### config.mk
export PLATFORM = sky130hd
export DESIGN_NAME = ps2_host_tx
export DESIGN_NICKNAME = d
export VERILOG_FILES = /design/src/rtl/ps2_host_tx.sv
export SDC_FILE = /design/constraint.sdc
export NUM_CORES = 1
export LEC_CHECK = 0
export ABC_CLOCK_PERIOD_IN_PS = 3080
export CAP_MARGIN = 20
export CORE_MARGIN = 4
export CORE_UTILIZATION = 59
export DETAILED_ROUTE_END_ITERATION = 10
export GPL_TIMING_DRIVEN = 0
export HOLD_SLACK_MARGIN = 0.1
export PLACE_DENSITY = 0.79
export SETUP_SLACK_MARGIN = 0.05
export SLEW_MARGIN = 20
export SYNTH_ARGS = -nofsm -noshare
export SYNTH_HDL_FRONTEND = slang
export SYNTH_SLANG_ARGS = --single-unit
### constraint.sdc
create_clock -name CLK -period 3.08 [get_ports CLK]
set_clock_uncertainty 0.1 [all_clocks]
set_input_delay 0.308 -clock CLK [delete_from_list [all_inputs] [get_ports CLK]]
set_output_delay 0.308 -clock CLK [all_outputs]
set_load 0.05 [all_outputs]
### src/rtl/ps2_host_tx.sv
// PS/2 host-to-device transmitter.
// Runs the request-to-send sequence: clock inhibit, data-low request, then
// start bit, 8 data bits LSB first, odd parity and stop. Bits are clocked by
// the device and the device ACK is checked. The outputs are open-drain enables:
// 1 pulls the line low.
module ps2_host_tx #(
  parameter int INHIBIT_CYCLES = 5000,
  parameter int TIMEOUT_CYCLES = 750000,
  parameter int SYNC_STAGES    = 2
) (
  input  logic       CLK,
  input  logic       RST,
  input  logic [7:0] TX_DATA,
  input  logic       TX_START,
  output logic       BUSY,
  output logic       DONE,
  output logic       ERROR,
  input  logic       PS2CLK_IN,
  input  logic       PS2DATA_IN,
  output logic       PS2CLK_OE,
  output logic       PS2DATA_OE
);

  localparam int INH_W = $clog2(INHIBIT_CYCLES) + 1;
  localparam int TO_W  = $clog2(TIMEOUT_CYCLES) + 1;

  localparam logic [2:0] ST_IDLE    = 3'd0;
  localparam logic [2:0] ST_INHIBIT = 3'd1;
  localparam logic [2:0] ST_REQ     = 3'd2;
  localparam logic [2:0] ST_DATA    = 3'd3;
  localparam logic [2:0] ST_ACKWAIT = 3'd4;
  localparam logic [2:0] ST_ERR     = 3'd5;
  localparam logic [2:0] ST_DONE    = 3'd6;

  logic [SYNC_STAGES-1:0] clk_sync_q;
  logic [SYNC_STAGES-1:0] data_sync_q;
  logic                   clk_prev_q;
  logic                   clk_s;
  logic                   data_s;
  logic                   fe;

  logic [2:0]       state_q,    state_d;
  logic [8:0]       shift_q,    shift_d;
  logic [3:0]       bit_cnt_q,  bit_cnt_d;
  logic [INH_W-1:0] inh_cnt_q,  inh_cnt_d;
  logic [TO_W-1:0]  to_cnt_q,   to_cnt_d;
  logic             clk_oe_q,   clk_oe_d;
  logic             data_oe_q,  data_oe_d;
  logic             busy_q,     busy_d;
  logic             done_q,     done_d;
  logic             error_q,    error_d;
  logic [3:0]       fe_num;

  assign clk_s  = clk_sync_q[SYNC_STAGES-1];
  assign data_s = data_sync_q[SYNC_STAGES-1];
  assign fe     = clk_prev_q & ~clk_s;
  // Ordinal of the falling edge currently being handled (1..11).
  assign fe_num = bit_cnt_q + 4'd1;

  // Pad synchronizers, preset to the idle (released, pulled-up) level.
  always_ff @(posedge CLK or posedge RST) begin
    if (RST) begin
      clk_sync_q  <= '1;
      data_sync_q <= '1;
      clk_prev_q  <= 1'b1;
    end else begin
      clk_sync_q[0]  <= PS2CLK_IN;
      data_sync_q[0] <= PS2DATA_IN;
      for (int i = 1; i < SYNC_STAGES; i++) begin
        clk_sync_q[i]  <= clk_sync_q[i-1];
        data_sync_q[i] <= data_sync_q[i-1];
      end
      clk_prev_q <= clk_s;
    end
  end

  // Next-state and next-output logic; all outputs are registered from here.
  always_comb begin
    state_d   = state_q;
    shift_d   = shift_q;
    bit_cnt_d = bit_cnt_q;
    inh_cnt_d = inh_cnt_q;
    to_cnt_d  = to_cnt_q;
    clk_oe_d  = 1'b0;
    data_oe_d = 1'b0;
    busy_d    = 1'b1;
    done_d    = 1'b0;
    error_d   = 1'b0;

    case (state_q)
      ST_IDLE: begin
        busy_d = 1'b0;
        if (TX_START) begin
          shift_d   = {~^TX_DATA, TX_DATA};
          inh_cnt_d = '0;
          clk_oe_d  = 1'b1;
          busy_d    = 1'b1;
          state_d   = ST_INHIBIT;
        end
      end

      ST_INHIBIT: begin
        clk_oe_d = 1'b1;
        if (inh_cnt_q == INH_W'(INHIBIT_CYCLES - 1)) begin
          // Data goes low while the clock is still held: request-to-send.
          data_oe_d = 1'b1;
          state_d   = ST_REQ;
        end else begin
          inh_cnt_d = inh_cnt_q + INH_W'(1);
        end
      end

      ST_REQ: begin
        // Release the clock; keep data low as the start bit.
        data_oe_d = 1'b1;
        bit_cnt_d = '0;
        to_cnt_d  = '0;
        state_d   = ST_DATA;
      end

      ST_DATA: begin
        data_oe_d = data_oe_q;
        to_cnt_d  = to_cnt_q + TO_W'(1);
        if (fe) begin
          bit_cnt_d = (bit_cnt_q == 4'd11) ? 4'd11 : fe_num;
          if (fe_num <= 4'd9) begin
            // Data bits then parity, shifted out LSB first.
            data_oe_d = ~shift_q[0];
            shift_d   = {1'b0, shift_q[8:1]};
          end else if (fe_num == 4'd10) begin
            data_oe_d = 1'b0;
          end else begin
            // Eleventh edge: the device should be pulling data low as ACK.
            data_oe_d = 1'b0;
            if (data_s) begin
              error_d = 1'b1;
              state_d = ST_ERR;
            end else begin
              state_d = ST_ACKWAIT;
            end
          end
        end
        if (to_cnt_q == TO_W'(TIMEOUT_CYCLES - 1)) begin
          data_oe_d = 1'b0;
          error_d   = 1'b1;
          state_d   = ST_ERR;
        end
      end

      ST_ACKWAIT: begin
        to_cnt_d = to_cnt_q + TO_W'(1);
        if (clk_s && data_s) begin
          done_d  = 1'b1;
          state_d = ST_DONE;
        end
        if (to_cnt_q == TO_W'(TIMEOUT_CYCLES - 1)) begin
          done_d  = 1'b0;
          error_d = 1'b1;
          state_d = ST_ERR;
        end
      end

      ST_DONE: begin
        busy_d  = 1'b0;
        state_d = ST_IDLE;
      end

      ST_ERR: begin
        busy_d  = 1'b0;
        state_d = ST_IDLE;
      end

      default: begin
        busy_d  = 1'b0;
        state_d = ST_IDLE;
      end
    endcase
  end

  // State and output registers; reset releases both lines immediately.
  always_ff @(posedge CLK or posedge RST) begin
    if (RST) begin
      state_q   <= ST_IDLE;
      shift_q   <= '0;
      bit_cnt_q <= '0;
      inh_cnt_q <= '0;
      to_cnt_q  <= '0;
      clk_oe_q  <= 1'b0;
      data_oe_q <= 1'b0;
      busy_q    <= 1'b0;
      done_q    <= 1'b0;
      error_q   <= 1'b0;
    end else begin
      state_q   <= state_d;
      shift_q   <= shift_d;
      bit_cnt_q <= bit_cnt_d;
      inh_cnt_q <= inh_cnt_d;
      to_cnt_q  <= to_cnt_d;
      clk_oe_q  <= clk_oe_d;
      data_oe_q <= data_oe_d;
      busy_q    <= busy_d;
      done_q    <= done_d;
      error_q   <= error_d;
    end
  end

  assign BUSY       = busy_q;
  assign DONE       = done_q;
  assign ERROR      = error_q;
  assign PS2CLK_OE  = clk_oe_q;
  assign PS2DATA_OE = data_oe_q;

endmodule
After elaboration in Yosys (flattened, before gate mapping)
Index checks and enable logic that the tools add are counted.

Input port bits: 13. Logic and storage cells: 89. Flip-flop bits (word level): 61. Output and inout port bits: 5.

Bitwise gates (word level): 3. Reductions and logical operators: 13. Multiplexer cells: 39. Magnitude comparators: 1. Eq/ne operators: 17. Add/sub/neg operators: 3.

Operators with widths (number): 21-bit one-hot mux with 2 select lines (1); 14-bit 2-to-1 mux (2); 14-bit one-hot mux with 2 select lines (1); 9-bit 2-to-1 mux (3); 3-bit 2-to-1 mux (8); 21-bit by 1-bit adder with 21-bit output (second input constant) (1); 21-bit by 20-bit == test with 1-bit output (second input constant) (1); 9-bit one-hot mux with 2 select lines (1); 1-bit 2-to-1 mux (15); 3-bit one-hot mux with 5 select lines (1); 14-bit by 1-bit adder with 14-bit output (second input constant) (1); 14-bit by 13-bit == test with 1-bit output (second input constant) (1); 3-bit != test (second input constant) (4); 2-bit != test (second input constant) (5); 4-bit == test (second input constant) (2); 4-bit 2-to-1 mux (2); 4-bit one-hot mux with 2 select lines (1); 2-bit nonzero test (4); 8-bit XNOR reduction (1); 3-bit by 2-bit == test with 1-bit output (second input constant) (2); 1-bit one-hot mux with 2 select lines (3); 6-bit AND reduction (1); 4-bit by 1-bit adder with 4-bit output (second input constant) (1); 4-bit less-or-equal comparator (second input constant) (1); 12 further kinds (13).

Longest topological paths before layout
Depth in word-level cells: 7. Depth in mapped cells: 8. Gate-level depth less buffers: 7.

Worst setup path after synthesis
OpenSTA, ideal clock, no wires.

Path type: register to register. From: register inh_cnt_q[4]. To: register state_q[0]. Library setup time: 0.124 ns. Period minus slack after synthesis: 2.138 ns. Slack: 0.942 ns. Stages on the path, launching flop included: 7. Required time: 2.856 ns. Arrival time: 1.914 ns. Path buffers: 1. Cells stage by stage: dfrtp_1 > or4_1 > or4_4 > buf_6 > nor2_1 > a211oi_1 > a211o_1.

Cells in the longest elaborated chain, start to end: 3.

RTL lines: start: declaration (line 45) `logic [INH_W-1:0] inh_cnt_q, inh_cnt_d;`; start signal: assignment (line 197) `inh_cnt_q <= inh_cnt_d;`; 14-bit by 13-bit == test with 1-bit output (line 104) `if (inh_cnt_q == INH_W'(INHIBIT_CYCLES - 1)) begin`; 2-bit != test (no source line); 6-bit AND reduction (no source line); end signal: assignment (line 194) `state_q <= state_d;`; end: declaration (line 42) `logic [2:0] state_q, state_d;`.

Every way passes these cells. A chain may end at the register's enable or synchronous reset.

Worst setup path after layout
From: register bit_cnt_q[0]. To: register shift_q[1].

Cells in the longest elaborated chain, start to end: 4.

RTL lines: start: declaration (line 44) `logic [3:0] bit_cnt_q, bit_cnt_d;`; start signal: assignment (line 196) `bit_cnt_q <= bit_cnt_d;`; 4-bit by 1-bit adder with 4-bit output (line 58) `assign fe_num = bit_cnt_q + 4'd1;`; 4-bit less-or-equal comparator (line 126) `if (fe_num <= 4'd9) begin`; 2-bit != test (no source line); 4-bit AND reduction (no source line); end signal: assignment (line 195) `shift_q <= shift_d;`; end: declaration (line 43) `logic [8:0] shift_q, shift_d;`.

Every way passes these cells.

==> key figures <==
Cells and area
  – Sequential Area: ~1500 um^2
  – # diodes: 0
  – Share of layout cells above drive strength 1: 12.4%
  – P&R area growth vs syn: 14.7%
  – Fillers: 402
  – Multi-input gate area: 1560 um^2
  – Nets@finish: between 300 and 400

STA
  – Slew Viols, Final: 0
  – # setup viols final: 0
  – RSZ-0062 raised after global routing: false
  – TNS Setup: 0 ns
  – Final worst path period need: roughly 2.3 ns
  – Fin Hold WS: 0.116 ns
  – Slew @ Worst Pin: approximately 0.64 ns
  – Rel. slew slack: 57.2%
  – F_max: 0.427 GHz
  – Fin. Hold Viols: 0
  – Period utilization: 76.1%

Setup path
  – Slowest CP cell: dfrtp_1
  – Critical path class: register to register
  – FF-to-FF setup slack: approximately 0.74 ns
  – Worst Path Required: between 3 and 4 ns
  – CP peak stage delay: around 0.47 ns
  – Setup crit end kind: register
  – FF-to-FF End: shift_q[1]
  – Crit start category: register
  – Worst Path Arrival: between 2 and 2.5 ns
  – CP Cell Sequence: and3b_1, o21ai_0, a31oi_1, a21oi_2, mux2_2
  – CP max FO: 9
  – Worst setup path startpoint: bit_cnt_q[0]
  – Worst reg-to-reg path cell count: 5
  – Reg2reg start: bit_cnt_q[0]
  – CP endpoint: shift_q[1]

Floorplanning
  – # rows: 26
  – Die Wd: ~80 um
  – Die Span Y: about 81 um
  – Core Area: 5170 um^2
  – Initial Utilization: 61.4%
  – Die footprint: 6620 um^2
  – IO Count: 18

Clock tree
  – # clock sinks: 61
  – Clk slew on worst S/H paths: 0.07 ns
  – Root Driver: clkbuf_8
  – TritonCTS buffer count: 9
  – Cts repair resizes: 0
  – Clock buffer depth: 2
  – Worst-Skew Late Latency: 0.34 ns
  – Setup Fix Bufs, Post-CTS: 0
  – Post-CTS Hold Fix Bufs: 0
  – CTS tree: yes
  – Htree depth: 3

Placement
  – DP HPWL: around 4400 um
  – Gpl congestion: 0.803
  – PortBufs: 17

Synthesis
  – Fraction of registers with async set/reset: 100%
  – Register bit total from synthesis: 61
  – Post-synth cell types: between 50 and 60
  – Area contributors post-synth: dfrtp_1 44%, nand2_1 6.6%, mux2i_1 5.0%
  – Synthesized area: roughly 3200 um^2
  – Share of Yosys cell area claimed by the top area cell type: 44.1%
  – Post-synthesis sequential area ratio: between 40% and 50%
  – Syn_nets: ~350
  – Number of synthesized flops with an enable pin: 0
  – Synthesized instance count: 329
  – Dominant cell type by area after synthesis: dfrtp_1
  – Main synth FF type: dfrtp_1
  – Yosys warns: 0
  – Synth Area per Inst: 9.66 um^2

Detailed routing
  – Final WL: 6270 um
  – Post-route ant nets: 0
  – Drt drc: 0
  – Initial detailed-routing violation count: 146
  – Drt via density: 5.72
  – Drt pass-1 iters: 4
  – Via count: 2476
  – Avg WL per Cell: 14.5 um

Power
  – P_leak: 1.60 nW
  – P per Cell Area: 506 nW/um^2
  – Peak supply drop: slightly above 0.3 mV

Min path
  – Worst Hold Class: input pin to async pin

GRT
  – Largest net degree at the start of global routing: 54
  – Overall Global Routing Usage: 21.7%
  – Total congestion overflow: 0
  – Vias in the first global route: about 2400
  – Initial antenna violation count: 0
  – First-pass GRT wire length: 11000 um

Outcome
  – Status: finished, final reports clean

Job
  – Max cap viols: 0
[worst min path at each step]
| stage | startpoint | end |
|---|---|---|
| 2_1_floorplan | PS2CLK_IN | clk_sync_q[0] |
| 3_3_place_gp | data_sync_q[0] | data_sync_q[1] |
| 3_5_place_dp | clk_sync_q[0] | clk_sync_q[1] |
| 4_1_cts | RST | inh_cnt_q[10] |
| 5_1_grt | RST | inh_cnt_q[3] |
| 6_report | RST | inh_cnt_q[10] |
[cell usage after synthesis, types with 3 or more instances]
cell type / n
a21oi_1: 8
a31oi_1: 3
and3_1: 4
clkbuf_1: 9
dfrtp_1: 56
dfstp_2: 5
ha_1: 5
inv_1: 9
mux2_2: 7
mux2i_1: 16
nand2_1: 56
nand2b_1: 4
nand3_1: 16
nand4_1: 10
nor2_1: 21
nor2b_1: 4
nor3_1: 5
o21ai_0: 23
or3_1: 7
xnor2_1: 6
xor2_1: 10
[sequential cells by signal, summed over array words and instances, names as in the netlist]
signal	flops
state_q	3
PS2DATA_OE	1
clk_sync_q	2
inh_cnt_q	14
BUSY	1
DONE	1
shift_q	9
ERROR	1
bit_cnt_q	4
clk_prev_q	1
to_cnt_q	21
PS2CLK_OE	1
data_sync_q	2
[through the flow]
| stage | instance area, um^2 | std cells | util [%] | setup slack [ns] | total power, mW |
|---|---|---|---|---|---|
| floorplan | 3180 | 329 | - | 0.942 | 1.14 |
| global placement | 3430 | 416 | 66.4 | 0.0952 | 1.19 |
| detailed placement | 3460 | 417 | 67.0 | 0.685 | 1.22 |
| CTS | 3640 | 433 | 70.4 | 0.754 | 1.86 |
| global route | 3640 | 433 | 70.4 | 0.640 | 1.94 |
| finish | 3640 | 433 | 70.4 | 0.737 | 1.84 |
[cell families after synthesis]
kind of cell	share of synthesized area (%)
adder cells (fa/ha/maj)	1.97
flip-flops	48.2
buffers and inverters	2.64
AND/OR/NAND/NOR	25.6
AO/OA/AOI/OAI	9.57
multiplexers	7.52
XOR/XNOR	4.41
[where the power goes]
group / switching (mW) / leakage [nW] / internal (mW)
Sequential: 0.0639 / 0.790 / 0.888
Combinational: 0.125 / 0.719 / 0.123
Clock: 0.311 / 0.0921 / 0.332
Total: 0.500 / 1.60 / 1.34
[cell usage in the layout, fill, tap and decap left out, types with 2 or more instances in the layout]
master           Yosys  routed
dfrtp_1             56      56
nor3_1               5       5
mux2i_1             16      16
nand3_2              2       2
nand2_1             56      56
nand2b_1             4       4
nand4_1             10      10
nor3b_2              2       2
clkbuf_1             9      10
nand3b_1             2       2
o21ai_0             23      23
inv_1                9       8
a31oi_1              3       3
nor2b_1              4       4
and3b_1              2       2
and2_1               2       2
xor2_1              10      10
o311ai_0             2       2
nor4b_1              2       2
or4_1                2       2
a21oi_2              2       2
and4_1               2       2
o41ai_1              2       2
ha_1                 5       5
clkbuf_8             0      11
or3_1                7       7
nor2_2               2       2
a21oi_1              8       8
and3_1               4       4
clkdlybuf4s50_1      0      17
dfstp_2              5       5
xnor2_1              6       6
mux2_2               7       7
nor2_1              21      21
clkinv_2             0       3
nand3_1             16      16
[metal layers]
metal,GRT usage (%),part of all wire [%],wire length [um],vias to the layer above
li1,-,-,-,1226
met1,28.0,46,2880,1204
met2,35.3,49,3080,34
met3,4.99,3.2,199,12
met4,8.61,1.7,105,0
met5,0,0,0,-
[worst max-delay path: cells and delay by family (launching register included)]
kind / cells / cell delay, ns
multiplexers: 1 / 0.40
flip-flops: 1 / 0.47
AO/OA/AOI/OAI: 3 / 1.02
AND/OR/NAND/NOR: 1 / 0.22
[area by class of cell]
type	count	area share, %
multi-input combinational	248	42.8
clock buffer	12	4.26
sequential	61	42.1
tap	70	2.40
buffer	11	1.37
inverter	9	0.996
clock inverter	4	0.618
timing repair buffer	18	5.43
No activity file was read; power rests on OpenSTA's default activity.
==> edit: new RTL, same settings <==
Set the parameter `TIMEOUT_CYCLES` to 1500000 (it was 750000).
--- a/src/rtl/ps2_host_tx.sv
+++ b/src/rtl/ps2_host_tx.sv
@@ -5,7 +5,7 @@
 // 1 pulls the line low.
 module ps2_host_tx #(
   parameter int INHIBIT_CYCLES = 5000,
-  parameter int TIMEOUT_CYCLES = 750000,
+  parameter int TIMEOUT_CYCLES = 1500000,
   parameter int SYNC_STAGES    = 2
 ) (
   input  logic       CLK,
Check against the original RTL: no difference found for any inputs over 10 cycles, from zero or initial values and one cycle with RST high; that may be too few to reach the edited logic, so the function may still have changed.
==> edit against the unedited design <==
Non-clock buffer count shrank 1; final area grew 1.4%; worst hold slack improved by 80 ps; wire length increased by 0.91%; worst setup slack improved by 98 ps; critical path type unchanged; sequential cell count is 1 higher; cell count up 1.4%; synthesized area grew 1.9%.
Power is not compared: it rests on default switching activity, and its combinational part moved more than twofold at a synthesized area within 25%.
==> edit: results (changes against the unedited design) <==
global_routing:
  gr-usage-met1_pct: 27.2  # -0.87 points
  grt_max_degree: 36  # -33%
  grt_pass1_wl_um: 10700  # -2.6%
  grt_use_total_pct: 20.9  # -0.88 points
  grtUsageMet3_pct: 4.93  # -0.055 points
  grt_use_met2_pct: 33.4  # -1.9 points
  grt_pass1_vias: 2382  # -0.54%
outcome:
  outcome: "finished clean"
layout:
  nClkBuffers: 9  # -3
  layout.nets: 382  # +1.6%
  n_all_buffers: 28  # -3.4%
  bufAreaShareNonClock_pct: 6.34  # -0.46 points
  reg_top3: "to_cnt_q x22, inh_cnt_q x14, shift_q x9"
  clkCellAreaFrac_pct: 4.74  # -0.13 points
  multiInputGateArea_um2: 1590  # +2.2%
  inv_count: 11  # +2
  final_layout_size_suffix_gt1_share_pct: 13.8  # +1.4 points
  nMultiInputCombCells: 252  # +1.6%
  n_fill_cell: 393  # -2.2%
worst_setup_path:
  critPathMaxStageDelay_ps: 540  # +70 ps
  path_delay_family: "simple AND/OR/NAND/NOR gates"
  critPathArrivalTime_ps: 2360  # -110 ps
  cp_slowest_cell: "nor4_4"
  cp_max_fo: 7  # -2
logic_synthesis:
  ys_seq_area_share_pct: 48.1  # -0.12 points
  synth_ff_type: "dfrtp_1"
  synth_cell_types: 55  # +1.9%
  synth_common_cells: "dfrtp_1 (57), nand2_1 (53), nand3_1 (25)"
  synth_area_leaders: "dfrtp_1 (44%), nand2_1 (6.1%), dfstp_2 (4.1%), nand3_1 (3.9%), o21ai_0 (3.4%)"
  yosys_warnings: 0  # unchanged
detailed_routing:
  wl_per_cell_um: 14.4  # -0.47%
  route.vias.total: 2531  # +2.2%
  drt_iter0_drc: 150  # +2.7%
placed_design:
  gp_congestion: 0.831  # +3.4%
  hpwl_um: 4480  # +1.6%
cts:
  cts_num_sinks: 62  # +1.6%
pwr:
  peakVddDrop_uv: 480
sta:
  relSlewSlack_pct: 57.4  # +0.21 points
edit: changes by cell type after synthesis, sizes merged, moves of 3 or more:
cell,change
a21oi,-3
a31oi,+3
buf,+3
clkbuf,-4
mux2i,-10
nand3,+7
o211ai,+5
o31ai,+6
or3,-7
edit: per-stage QoR:
step	total power, uW	setup WS [ps]	utilization, %	cells	area (um2)
final	2390	836	70.9	439	3690
after global routing	2550	708	70.9	439	3690
after CTS	2400	825	70.9	439	3690
after detailed placement	1780	644	67.6	423	3520
after global placement	1750	95.4	67.1	422	3490
after floorplan	1600	1100	-	335	3240
edit: final timing paths:
path / start / cells after the start / slack [ps] / to
worst min register to register: clk_sync_q[0] / 0 / 260 / clk_sync_q[1]
min in group CLK: clk_sync_q[0] / 0 / 260 / clk_sync_q[1]
worst min-delay path: RST / 2 / 200 / PS2DATA_OE
worst max register to register: to_cnt_q[0] / 5 / 840 / state_q[1]
max in group asynchronous: RST / 3 / 2190 / shift_q[1]
worst max-delay path: to_cnt_q[0] / 5 / 840 / state_q[1]
edit: metal layers:
layer  part of all wire [%]  vias up
met5                      0        -
met4                    1.3        0
met3                    4.3        9
met2                     47       38
met1                     48     1224
li1                       -     1260
edit: where the power goes:
group | switching [uW] | internal [uW] | total [uW]
logic | 349 | 272 | 621
registers | 143 | 999 | 1140
clock network | 331 | 292 | 623
total | 823 | 1560 | 2390
edit: kinds of logic (layout without fill, tap and decap cells):
logic type | count (synthesis) | after routing | synth area share, %
mux | 14 | 14 | 4.64
xor+xnor | 17 | 17 | 4.60
flops | 62 | 62 | 48.1
compound gates | 61 | 61 | 12.5
fa+ha+maj | 5 | 5 | 1.93
simple gates | 155 | 155 | 25.6
buf+inv | 21 | 55 | 2.63
